**config.mk**
```make
export PLATFORM = sky130hd
export DESIGN_NAME = decode_stage
export DESIGN_NICKNAME = d
export VERILOG_FILES = /design/src/rtl/decode_stage_pkg.sv /design/src/rtl/register_file.sv /design/src/rtl/decode_stage.sv
export SDC_FILE = /design/constraint.sdc
export NUM_CORES = 1
export LEC_CHECK = 0
export ABC_CLOCK_PERIOD_IN_PS = 8900
export CORE_MARGIN = 2
export CORE_UTILIZATION = 55
export CTS_CLUSTER_DIAMETER = 120
export DETAILED_ROUTE_END_ITERATION = 7
export GPL_TIMING_DRIVEN = 0
export HOLD_SLACK_MARGIN = 0.05
export PLACE_DENSITY = 0.92
export SYNTH_ARGS = -nofsm -noshare
export SYNTH_HDL_FRONTEND = slang
export SYNTH_SLANG_ARGS = --single-unit
```
**constraint.sdc**
```tcl
create_clock -name clk -period 8.9 [get_ports clk]
set_input_delay 1.78 -clock clk [delete_from_list [all_inputs] [get_ports clk]]
set_output_delay 1.78 -clock clk [all_outputs]
set_load 0.1 [all_outputs]
```
**src/rtl/decode_stage_pkg.sv**
```systemverilog
// Shared definitions for the decode stage: opcode constants, instruction field
// positions and a field-split helper.
package decode_stage_pkg;

  localparam int INSTR_W = 16;
  localparam int REG_AW  = 3;

  // Field bit positions within a 16-bit instruction word.
  localparam int OPCODE_MSB = 15;
  localparam int OPCODE_LSB = 12;
  localparam int RD_MSB     = 11;
  localparam int RD_LSB     = 9;
  localparam int RS_MSB     = 8;
  localparam int RS_LSB     = 6;
  localparam int RT_MSB     = 5;
  localparam int RT_LSB     = 3;
  localparam int FUNCT_MSB  = 2;
  localparam int FUNCT_LSB  = 0;
  localparam int IMM6_MSB   = 5;
  localparam int IMM12_MSB  = 11;

  // Opcode 0 is the R-type ALU group; the all-zero word is the NOP bubble.
  typedef enum logic [3:0] {
    OP_ALU  = 4'h0,
    OP_ADDI = 4'h1,
    OP_ANDI = 4'h2,
    OP_ORI  = 4'h3,
    OP_BEQ  = 4'h4,
    OP_BNE  = 4'h5,
    OP_LW   = 4'h6,
    OP_SW   = 4'h7,
    OP_J    = 4'h8
  } opcode_e;

  localparam logic [INSTR_W-1:0] NOP_INSTR = '0;

  typedef struct packed {
    logic [3:0]        opcode;
    logic [REG_AW-1:0] rd;
    logic [REG_AW-1:0] rs;
    logic [REG_AW-1:0] rt;
    logic [2:0]        funct;
    logic [5:0]        imm6;
    logic [11:0]       imm12;
  } fields_t;

  function automatic fields_t split_fields(input logic [INSTR_W-1:0] instr);
    fields_t f;
    f.opcode = instr[OPCODE_MSB:OPCODE_LSB];
    f.rd     = instr[RD_MSB:RD_LSB];
    f.rs     = instr[RS_MSB:RS_LSB];
    f.rt     = instr[RT_MSB:RT_LSB];
    f.funct  = instr[FUNCT_MSB:FUNCT_LSB];
    f.imm6   = instr[IMM6_MSB:0];
    f.imm12  = instr[IMM12_MSB:0];
    return f;
  endfunction

endpackage

```
**src/rtl/register_file.sv**
```systemverilog
// NREG x WIDTH register file: two combinational read ports, one write port,
// r0 hard-wired to zero, and same-cycle write-through to the read ports.
module register_file
  import decode_stage_pkg::*;
#(
  parameter int WIDTH = 16,
  parameter int NREG  = 8
) (
  input  logic              clk,
  input  logic              reset,
  input  logic [REG_AW-1:0] ra1,
  input  logic [REG_AW-1:0] ra2,
  input  logic              we,
  input  logic [REG_AW-1:0] wa,
  input  logic [WIDTH-1:0]  wd,
  output logic [WIDTH-1:0]  rd1,
  output logic [WIDTH-1:0]  rd2
);

  logic [WIDTH-1:0] regs [NREG];
  logic             wr_live;

  // A write that reset is about to override must not be bypassed either.
  assign wr_live = we && !reset && (wa != '0);

  always_ff @(posedge clk) begin
    if (reset) begin
      for (int i = 0; i < NREG; i++) regs[i] <= '0;
    end else if (wr_live) begin
      regs[wa] <= wd;
    end
  end

  always_comb begin
    rd1 = regs[ra1];
    if (ra1 == '0)                rd1 = '0;
    else if (wr_live && wa == ra1) rd1 = wd;
  end

  always_comb begin
    rd2 = regs[ra2];
    if (ra2 == '0)                rd2 = '0;
    else if (wr_live && wa == ra2) rd2 = wd;
  end

endmodule

```
**src/rtl/decode_stage.sv**
```systemverilog
// Pipeline decode stage: IF/ID register with stall/flush, field decode,
// register file reads and zero-latency branch/jump resolution.
module decode_stage
  import decode_stage_pkg::*;
#(
  parameter int WIDTH = 16,
  parameter int NREG  = 8
) (
  input  logic              clk,
  input  logic              reset,
  input  logic [WIDTH-1:0]  instructionf,
  input  logic [WIDTH-1:0]  pc_plus_2f,
  input  logic              stalld,
  input  logic              forward_ad,
  input  logic              forward_bd,
  input  logic [WIDTH-1:0]  alu_out_m,
  input  logic              regwrite_w,
  input  logic [REG_AW-1:0] write_reg_w,
  input  logic [WIDTH-1:0]  result_w,
  output logic [WIDTH-1:0]  pc_branch_d,
  output logic              pcsrc_d,
  output logic [WIDTH-1:0]  rd1_d,
  output logic [WIDTH-1:0]  rd2_d,
  output logic [WIDTH-1:0]  imm_ext_d,
  output logic [3:0]        opcode_d,
  output logic [REG_AW-1:0] rs_d,
  output logic [REG_AW-1:0] rt_d,
  output logic [REG_AW-1:0] rd_d,
  output logic [2:0]        funct_d
);

  logic [WIDTH-1:0] instr_d;
  logic [WIDTH-1:0] pc_plus_2d;
  fields_t          f;
  logic [WIDTH-1:0] src_a;
  logic [WIDTH-1:0] src_b;
  logic [WIDTH-1:0] rel_target;
  logic [WIDTH-1:0] abs_target;

  // Stall wins over flush: a held branch keeps its slot until the stall lifts.
  always_ff @(posedge clk) begin
    if (reset) begin
      instr_d    <= NOP_INSTR;
      pc_plus_2d <= '0;
    end else if (!stalld) begin
      instr_d    <= pcsrc_d ? NOP_INSTR : instructionf;
      pc_plus_2d <= pc_plus_2f;
    end
  end

  assign f         = split_fields(instr_d);
  assign opcode_d  = f.opcode;
  assign rd_d      = f.rd;
  assign rs_d      = f.rs;
  assign rt_d      = f.rt;
  assign funct_d   = f.funct;
  assign imm_ext_d = {{(WIDTH-6){f.imm6[5]}}, f.imm6};

  register_file #(.WIDTH(WIDTH), .NREG(NREG)) u_rf (
    .clk   (clk),
    .reset (reset),
    .ra1   (f.rs),
    .ra2   (f.rt),
    .we    (regwrite_w),
    .wa    (write_reg_w),
    .wd    (result_w),
    .rd1   (rd1_d),
    .rd2   (rd2_d)
  );

  assign src_a      = forward_ad ? alu_out_m : rd1_d;
  assign src_b      = forward_bd ? alu_out_m : rd2_d;
  assign rel_target = pc_plus_2d + (imm_ext_d << 1);
  assign abs_target = {pc_plus_2d[WIDTH-1:WIDTH-3], f.imm12, 1'b0};

  always_comb begin
    pcsrc_d     = 1'b0;
    pc_branch_d = rel_target;
    case (f.opcode)
      OP_BEQ: pcsrc_d = (src_a == src_b);
      OP_BNE: pcsrc_d = (src_a != src_b);
      OP_J: begin
        pcsrc_d     = 1'b1;
        pc_branch_d = abs_target;
      end
      default: pcsrc_d = 1'b0;
    endcase
  end

endmodule
```
* Word-level counts from Yosys, hierarchy flattened
Memories as Yosys holds them, arrays and structs flattened. A register that Yosys moved wholly into a read port is not among the register bits.
Index checks and enable logic that the tools add are counted.
** Cells by class
- Add/subtract/negate cells :: 1
- Equality and inequality tests :: 7
- Multiplexer cells :: 21
- Reductions and logical operators :: 9
** Operator list (number)
- 2-to-1 mux 16 bit :: 9
- adder 16 bit :: 1
- == test 16 bit :: 1
- != test 16 bit :: 1
- OR reduction 16 bit :: 1
- 2-to-1 mux 3 bit :: 5
- == test 4 x 3 -> 1 bit, second input constant :: 2
- == test 3 bit :: 2
- logical NOT 3 bit :: 2
- 2-to-1 mux 1 bit :: 6
- == test 4 bit, second input constant :: 1
- logical AND 1 bit :: 4
- one-hot mux 1 bit (3 select lines) :: 1
- nonzero test 3 bit :: 1
- logical NOT 1 bit :: 1
** Storage, ports and cells
- Register bits after elaboration :: 32
- RAM bits :: 128
- Input bits :: 73
- Output and inout port bits :: 81
- Logic and storage cells :: 41
- Memories :: 1
** Memory list
- u_rf.regs :: words 8, bits a word 16, rd ports 2, clocked after memory_dff 2, wr ports 8, RTL line register_file.sv:20 : logic [WIDTH-1:0] regs [NREG];

* Longest topological paths before layout
Gate-level depths: netlist (run 1).
- Depth in word-level cells :: 12
- Depth in mapped cells :: 16
- Gate-level depth less buffers :: 15

* By module
From an unflattened synthesis (run 1), not the netlist that was laid out.
** Second synthesis, totals
- Cell total of the unflattened synthesis :: 782
- Area, all modules :: 10189.8 um^2
** By module, submodules not included
- register_file :: times used 1, cells each 478, area each 7504.7 um^2, seq. area each 3843.7 um^2
- decode_stage :: times used 1, cells each 304, area each 2685.1 um^2, seq. area each 640.6 um^2

* Worst setup path before layout (run 1)
OpenSTA, ideal clock, no wires.
- Path type :: in2out
- From :: input port write_reg_w[1]
- To :: output port pcsrc_d
- Arrival :: 7283 ps
- Data required time :: 7120 ps
- Slack :: -163 ps
- Stages on the path :: 13
- Path buffers :: 3
- Cells stage by stage :: buf_4 > nor3_2 > or3b_4 > clkbuf_1 > nor3_1 > a211oi_1 > o22ai_1 > a211o_1 > a2111oi_2 > mux2i_1 > o21bai_4 > buf_6 > inv_1
** On the way
- Longest elaborated chain between the ends :: 8
- Elaborated cells between the ends (all ways) :: 15
- Those cells by class :: 4 x eq/ne; 7 x mux; 4 x reduce/logical
** RTL lines
- start: declaration :: RTL line decode_stage.sv:18 : input logic [REG_AW-1:0] write_reg_w,
- nonzero test 3 bit :: RTL line register_file.sv:24 : assign wr_live = we && !reset && (wa != '0);
- logical AND 1 bit :: RTL line register_file.sv:24
- logical AND 1 bit (*) :: RTL line register_file.sv:43 : else if (wr_live && wa == ra2) rd2 = wd;
- 2-to-1 mux 16 bit (*) :: RTL line register_file.sv:43
- 2-to-1 mux 16 bit (*) :: RTL line register_file.sv:42 : if (ra2 == '0) rd2 = '0;
- net rd2_d[5] :: RTL line decode_stage.sv:23 : output logic [WIDTH-1:0] rd2_d,
- 2-to-1 mux 16 bit (*) :: RTL line decode_stage.sv:72 : assign src_b = forward_bd ? alu_out_m : rd2_d;
- != test 16 bit or == test 16 bit (tied branches) :: RTL line decode_stage.sv:81, decode_stage.sv:80
- one-hot mux 1 bit (3 select lines) (*) :: RTL line decode_stage.sv:79 : case (f.opcode)
- end: declaration :: RTL line decode_stage.sv:21 : output logic pcsrc_d,
The timed path passes the listed nets; every way through them passes the cells marked *.

* Worst setup path after layout (run 1)
- From :: input port regwrite_w
- To :: output port pcsrc_d
** On the way
- Longest elaborated chain between the ends :: 8
- Elaborated cells between the ends (all ways) :: 13
- Those cells by class :: 2 x eq/ne; 7 x mux; 4 x reduce/logical
** RTL lines
- start: declaration :: RTL line decode_stage.sv:17 : input logic regwrite_w,
- logical AND 1 bit (*) (2 in a row) :: RTL line register_file.sv:24
- logical AND 1 bit (on tied branches) :: RTL line register_file.sv:37, register_file.sv:43
- 2-to-1 mux 16 bit (on tied branches) :: RTL line register_file.sv:37, register_file.sv:43
- 2-to-1 mux 16 bit (on tied branches) :: RTL line register_file.sv:36, register_file.sv:42
- 2-to-1 mux 16 bit (on tied branches) :: RTL line decode_stage.sv:71, decode_stage.sv:72
- != test 16 bit or == test 16 bit (tied branches) :: RTL line decode_stage.sv:81, decode_stage.sv:80
- one-hot mux 1 bit (3 select lines) (*) :: RTL line decode_stage.sv:79
Mark *: on every way between the ends. The rest lies on a longest branch, timed or not.

==> results.yml, run 1 <==
clocking:
  htreeDepth: 4
  cts-root-buf: "clkbuf_16"
  cts.path.max_buffers: 2
  clock_latency_ps: 440
  cts_tree: "done"
  clk_pin_slew_ps: 70
  cts_made_buffers: 17
  cts_sinks: 166
  postCtsHoldBufs: 0
worst_setup_path:
  startpoint_type: "input port"
  cp_max_fo: 10
  slowest_stage: "a2111oi_2"
  crit_family: "compound AO/OA/AOI/OAI gates"
  arrival_ps: 6630
  worstPathCellList: "clkdlybuf4s50_1, nor3b_4, nand2_1, o21ai_0, nor3_1, nor4b_1, o2111ai_1, a211o_1, a2111oi_2, mux2i_1, o21bai_4, buf_6, inv_1, clkbuf_2"
  required_ps: 7120
  worst-setup-path-type: "in2out"
  crit_buf_inv: 4
  max_stage_delay_ps: 780
  worstSetupEndpointType: "output port"
final_layout:
  post-route-util: 0.694
  drive_above_1_share: 0.161
  layout_commonest_cell: "clkdlybuf4s50_1"
  layout_common_cells: "clkdlybuf4s50_1 (149), edfxtp_1 (128), and2_1 (114)"
  multi_input_area_um2: 5460
  seq_area_um2: 4600
  antenna_cells: 0
  syn_to_final_growth_pct: 23.8
  fin_area_um2: 12900
  nNetsFinal: 1168
  fillCellCount: 1257
run_status:
  outcome: "finished, final reports clean"
drt:
  drtIter0Drc: 1079
  wirelength_mm: 33.9
  ant_nets: 0
  dr.pass1.iters: 7
  drc: 0
  num_vias: 8800
  routedWlPerCell_um: 25.5
  vias_per_cell: 6.63
global_route:
  grt_max_degree: 28
  grt_pass1_wl_mm: 50.7
  gr-total-overflow: 0
  grt_antenna_before_repair: 0
  grt_use_total: 0.343
  grt_pass1_vias: 8975
placed_design:
  port_buffers: 150
  placed_area_um2: 12300
  dpl.hpwl_mm: 23.4
  place_congestion: 0.944
run:
  cap_violations: 0
power_and_ir_drop:
  vdd_drop_max_v: 0.000146
  powerDensity_nw_per_um2: 193
  p_leak_nw: 4.65
sta:
  max_freq_ghz: 0.119
  hold_viol_final: 0
  worst_pin_slew_ps: 1290
  period_needed_ps: 8410
  relSlewSlack: 0.131
  fin_worst_skew_ps: 13.0
  slew_violations: 0
  setup_viol: 0
  rsz0062_at_grt: "no"
  post-route-period-util: 0.945
synthesis:
  synth-seq-cells: 166
  syn-cell-area_um2: 10400
  synth_edf_count: 128
  avgSynthCellArea_um2: 11.7
  yosysSeqAreaShare: 0.441
  synth_warnings: 0
  synth_ff_type: "edfxtp_1"
  syn_inst: 895
  synthArstFlopShare: 0
  synthDistinctLibCells: 69
floorplan:
  die-width_um: 142
  fp.coreArea_um2: 18600
  die_area_um2: 20100
  die_h_um: 142
  row_count: 50
  start_util: 0.560
  io_pins: 154
hold_path:
  hold_path.class: "reg2reg"
[final timing paths]
check,from,endpoint,slack [ps],depth (start not counted)
max reg2reg,instr_d[5],instr_d[4],3570,13
min,instr_d[11],instr_d[11],510,1
min reg2reg,instr_d[11],instr_d[11],510,1
max,regwrite_w,pcsrc_d,490,14
[cells in the mapped netlist, drive strengths merged (6+ instances only)]
master | instances | area [um2]
inv | 15 | 56.3
clkbuf | 31 | 116
xor2 | 17 | 149
a32o | 17 | 170
and2 | 114 | 713
ha | 14 | 175
o21a | 6 | 45.0
or3 | 12 | 75.1
mux2i | 48 | 480
o21ai | 55 | 279
edfxtp | 128 | 3840
xnor2 | 18 | 158
nand3 | 6 | 30.0
buf | 44 | 304
and3 | 8 | 50.1
a21oi | 21 | 113
nor2 | 65 | 244
or2 | 7 | 43.8
mux2 | 13 | 146
mux4 | 64 | 1450
dfxtp | 38 | 761
nor2b | 7 | 43.8
a211oi | 7 | 52.6
nor3 | 25 | 135
nand2 | 36 | 135
[area by class of cell]
class,instances,share of cell area
clock inverter,6,0.00406
sequential,166,0.356
buffer,75,0.0325
tap,234,0.0226
clock buffer,26,0.0426
multi-input combinational,654,0.422
timing repair buffer,151,0.116
inverter,15,0.00435
[power by group]
part	internal, mW	switching (mW)	total (mW)
Combinational	0.261	0.570	0.831
Sequential	0.886	0.0398	0.925
Clock	0.433	0.314	0.747
Total	1.58	0.923	2.50
[flip-flops by register name, indices dropped and copies added, names as in the netlist, named ones only]
signal      cells
u_rf.regs     128
instr_d        16
pc_plus_2d     16
[metrics by stage]
step	std cells	hold slack, ps	setup WS, ps	power (mW)	TNS, ps
2_1_floorplan	910	455	547	1.52	0
3_3_place_gp	1294	470	21.0	1.73	0
3_5_place_dp	1295	496	-87.2	1.75	-87.2
4_1_cts	1327	512	170	2.49	0
5_1_grt	1327	548	256	2.57	0
6_report	1327	508	492	2.50	0
[routing by layer]
layer	track usage	vias up	part of all wire
met2	0.568	661	0.49
met5	0	-	0
met3	0.101	160	0.11
met1	0.399	4240	0.34
li1	-	3739	-
met4	0.201	0	0.064
[kinds of logic (layout without fill, tap and decap cells)]
family,count (synthesis),in the layout,share of synthesized area
xor+xnor,35,35,0.0293
simple gates,309,309,0.163
mux,125,125,0.198
fa+ha+maj,15,15,0.0187
flops,166,166,0.441
compound gates,154,154,0.104
buf+inv,90,273,0.0456
other cells,1,16,0.000359
[timing repair]
action / in CTS / in global routing
gates cloned: 0 / 0
gates resized for setup: 1 / 2
endpoints found under the setup margin: 1 / 1
setup buffers: 0 / 0
(Power assumes the default switching activity.)
==> run 2, diff against run 1 <==
- CORE_UTILIZATION: 55 -> 40
- PLACE_DENSITY: 0.92 -> 0.73
- TNS_END_PERCENT: default -> 5
==> run 2 against run 1 <==
Effect of this change: first-iteration DRC count decreased by 9.5%; wire length decreased by 3.7%; worst setup slack gained 25 ps; sequential cell count did not move; combinational power shrank 1%; critical path depth did not move; maximum frequency rose by 0.30%; design area rose by 0.89%; die area increased by 36%; final cell count rose by 7.6%; clock skew up 1.9 ps; via count decreased by 4.4%; critical endpoint unchanged; largest cell class unchanged; largest power group unchanged; highest routed layer unchanged.
==> results.yml, run 2 (synthesis gave the netlist of run 1 again) <==
run_status:
  outcome: "finished, final reports clean"
clocking:
  postCtsHoldBufs: 0
  cts-root-buf: "clkbuf_16"
  cts.path.max_buffers: 2
  clock_latency_ps: 440
  htreeDepth: 4
  clk_pin_slew_ps: 70
  cts_made_buffers: 17
  cts_tree: "done"
  cts_sinks: 166
power_and_ir_drop:
  p_int_mw: 1.56
  p_sw_mw: 0.935
  seq_power_share: 0.370
  swShare: 0.375
  p_clk_frac: 0.301
  p_comb_frac: 0.329
  p_leak_nw: 4.65
  powerDensity_nw_per_um2: 191
  power_mw: 2.49
  vdd_drop_max_v: 0.000106
run:
  cap_violations: 0
final_layout:
  nNetsFinal: 1168
  top_register: "u_rf.regs"
  post-route-util: 0.505
  largest_reg_flops: 128
  multi_input_area_um2: 5460
  fillCellCount: 2269
  top_regs: "u_rf.regs (128), instr_d (16), pc_plus_2d (16)"
  syn_to_final_growth_pct: 24.9
  drive_above_1_share: 0.163
  antenna_cells: 0
  layout_common_cells: "clkdlybuf4s50_1 (149), edfxtp_1 (128), and2_1 (114)"
  layout_commonest_cell: "clkdlybuf4s50_1"
  seq_area_um2: 4600
  fin_area_um2: 13100
placed_design:
  port_buffers: 150
  dpl.hpwl_mm: 23.4
  placed_area_um2: 12500
  place_congestion: 0.891
worst_setup_path:
  max_stage_delay_ps: 840
  worstPathCellList: "clkdlybuf4s50_1, nor3b_4, nand2_1, o21ai_0, nor3_1, nor4b_1, o2111ai_1, a211o_1, a2111oi_2, mux2i_1, o21bai_4, buf_6, inv_1, clkbuf_2"
  slowest_stage: "a2111oi_2"
  worst-setup-path-type: "in2out"
  worstSetupEndpointType: "output port"
  required_ps: 7120
  arrival_ps: 6600
  startpoint_type: "input port"
  crit_buf_inv: 4
  crit_family: "compound AO/OA/AOI/OAI gates"
  cp_max_fo: 10
global_route:
  grt_use_total: 0.236
  grt_pass1_vias: 8267
  grt_pass1_wl_mm: 49.5
  grt_max_degree: 28
  gr-total-overflow: 0
  grt_antenna_before_repair: 0
sta:
  relSlewSlack: 0.0737
  fin_worst_skew_ps: 14.9
  slew_violations: 0
  worst_pin_slew_ps: 1390
  timing.hold.ws_ps: 502
  rsz0062_at_grt: "no"
  period_needed_ps: 8380
  hold_viol_final: 0
  setup_viol: 0
  max_freq_ghz: 0.119
  post-route-period-util: 0.942
floorplan:
  die_area_um2: 27400
  start_util: 0.404
  die-width_um: 166
  row_count: 59
  die_h_um: 166
  io_pins: 154
  fp.coreArea_um2: 25800
drt:
  dr.pass1.iters: 7
  ant_nets: 0
  drc: 0
  num_vias: 8416
  wirelength_mm: 32.6
  vias_per_cell: 5.89
  routedWlPerCell_um: 22.8
  drtIter0Drc: 977
hold_path:
  hold_path.class: "reg2reg"
==> run 2: changes by cell type in the layout (fill, tap and decap cells not counted), sizes merged <==
cell,change
bufinv,+1
clkbuf,-7
clkinv,-1
clkinvlp,+1
inv,+6
==> run 2: tightest hold or removal path, delay by kind of cell (launching register included) <==
kind,cells,cell delay (ps)
multiplexers,1,60
flip-flops,1,330
AND/OR/NAND/NOR,1,80
==> run 2: per-stage QoR <==
step	TNS, ps	std cells	worst slack [ps]
floorplan	0	910	547
global placement	-46.5	1395	-46.5
detailed placement	-58.3	1396	-58.3
CTS	0	1428	204
global route	0	1428	355
finish	0	1428	517
==> run 2: repair_timing <==
action / 4_1_cts / 5_1_grt
setup buffers: 0 / 0
setup endpoints to repair: 1 / 1
gates resized for setup: 1 / 2
==> run 2: final cells by class <==
cell class,count,share of cell area
Clock buffer,19,0.0364
Sequential cell,166,0.353
Tap cell,335,0.0321
Inverter,15,0.00431
Timing Repair Buffer,151,0.115
Multi-Input combinational cell,654,0.418
Clock inverter,13,0.00901
Buffer,75,0.0322
==> run 2: final timing paths <==
kind | slack, ps | cells past startpoint | endpoint | start
setup / recovery | 520 | 14 | pcsrc_d | regwrite_w
hold / removal | 500 | 2 | pc_plus_2d[0] | pc_plus_2d[0]
setup reg to reg | 3660 | 13 | instr_d[3] | instr_d[5]
hold reg to reg | 500 | 2 | pc_plus_2d[0] | pc_plus_2d[0]
==> run 2: power groups by stage <==
stage | clock, mW | sequential, mW | combinational [mW]
floorplan | 0 | 0.955 | 0.565
global placement | 0 | 0.933 | 0.808
detailed placement | 0 | 0.937 | 0.814
CTS | 0.752 | 0.921 | 0.816
global route | 0.784 | 0.927 | 0.856
finish | 0.750 | 0.922 | 0.821
==> run 2: metal layers <==
layer,routed length (um),vias to the layer above,GRT usage
met5,0,-,0
met4,1120,0,0.101
met3,2890,77,0.0492
met2,15800,484,0.390
met1,12800,4116,0.302
li1,-,3739,-
==> variant, RTL diff (config.mk and constraints of run 1) <==
Make the reset (`reset`) asynchronous in 2 clocked blocks.
--- a/src/rtl/register_file.sv
+++ b/src/rtl/register_file.sv
@@ -23,7 +23,7 @@
   // A write that reset is about to override must not be bypassed either.
   assign wr_live = we && !reset && (wa != '0);
 
-  always_ff @(posedge clk) begin
+  always_ff @(posedge clk or posedge reset) begin
     if (reset) begin
       for (int i = 0; i < NREG; i++) regs[i] <= '0;
     end else if (wr_live) begin
--- a/src/rtl/decode_stage.sv
+++ b/src/rtl/decode_stage.sv
@@ -38,7 +38,7 @@
   logic [WIDTH-1:0] abs_target;
 
   // Stall wins over flush: a held branch keeps its slot until the stall lifts.
-  always_ff @(posedge clk) begin
+  always_ff @(posedge clk or posedge reset) begin
     if (reset) begin
       instr_d    <= NOP_INSTR;
       pc_plus_2d <= '0;
Formal check against the unedited RTL: differs if reset is asserted again (counterexample within 4 cycles, from zero or initial values and one cycle with reset high); with reset held inactive, the same outputs for 4 cycles.
==> variant against run 1 <==
- area after synthesis is 1.0% lower
- design area is 1.9% lower
- routed wire length is 2.1% lower
- first-iteration DRC count is 6.2% lower
- sequential share of layout area is 4.0 points lower
- via count is 2.2% lower
- worst setup slack worse by 83 ps
- cell count is 2.6% lower
- sequential cell count is 6 lower
- critical path type unchanged
Power is not compared: it rests on default switching activity, and its combinational part moved more than twofold at a synthesized area within 25%.
==> variant: results (changes against run 1) <==
worst_setup_path:
  crit_path_max_incr_delay_ps: 1170  # was 780 ps
  cp_max_fo: 8  # was 10
  crit_start: "reset"  # was regwrite_w
  r2r_end: "instr_d[15]"  # was instr_d[4]
  rr_startpoint: "instr_d[5]"  # unchanged
routing:
  wire_per_inst_um: 25.7  # was 25.5 um
  dr_wl_met3_mm: 3.83  # was 3.61 mm
  wl_met2_mm: 15.9  # was 16.5 mm
  dr.pass1.iters: 5  # was 7
  wl_met1_mm: 12.0  # was 11.6 mm
final_layout:
  drive_above_1_share: 0.285  # was 0.161
  multi_input_area_share: 0.447  # was 0.422
  final_util: 0.683  # was 0.694
  fin_nets: 1134  # was 1168
  seq_area_frac: 0.315  # was 0.356
  n_multi_input_combinational_cell: 604  # was 654
  final.signal_inverter_count: 20  # was 15
  clock_buffers: 20  # was 26
placed_design:
  port_buffers: 140  # was 150
  hpwl_mm: 23.0  # was 23.4 mm
timing:
  skew_ps: 7.81  # was 13.0 ps
  tightest_slew_ps: 1330  # was 1290 ps
  fin_crit_sh: 0.954  # was 0.945
synth:
  synth_xor_area_frac: 0.0356  # was 0.0293
  ys_types: 68  # was 69
  synth_enable_flop_cells: 0  # was 128
grt:
  met1_usage: 0.416  # was 0.399
  grt_use_total: 0.340  # was 0.343
  grt_max_degree: 89  # was 28
  grt_pass1_vias: 8887  # was 8975
  grt_use_met2: 0.563  # was 0.568
outcome:
  status: "completed"  # unchanged
variant: cell types whose count changed in the layout (fill, tap and decap cells not counted), moves of 14 or more:
cell / delta
nor2_1: -31
mux2_2: +123
dfrtp_1: +160
a21oi_1: +14
conb_1: -16
edfxtp_1: -128
o21ai_0: -21
a32o_1: -17
and2_1: -112
dfxtp_1: -38
variant: metrics by stage:
step | power (mW) | cells | worst slack [ps] | TNS, ps
2_1_floorplan | 2.82 | 886 | 631 | 0
3_3_place_gp | 3.34 | 1260 | -794 | -28130
3_5_place_dp | 3.40 | 1261 | 611 | 0
4_1_cts | 4.17 | 1292 | 578 | 0
5_1_grt | 4.34 | 1292 | 406 | 0
6_report | 4.20 | 1292 | 409 | 0
variant: worst min path at each step:
stage | to | slack, ps
2_1_floorplan | u_rf.regs[112] | 440
3_3_place_gp | u_rf.regs[114] | 450
3_5_place_dp | u_rf.regs[117] | 470
4_1_cts | u_rf.regs[115] | 490
5_1_grt | u_rf.regs[116] | 500
6_report | u_rf.regs[112] | 480
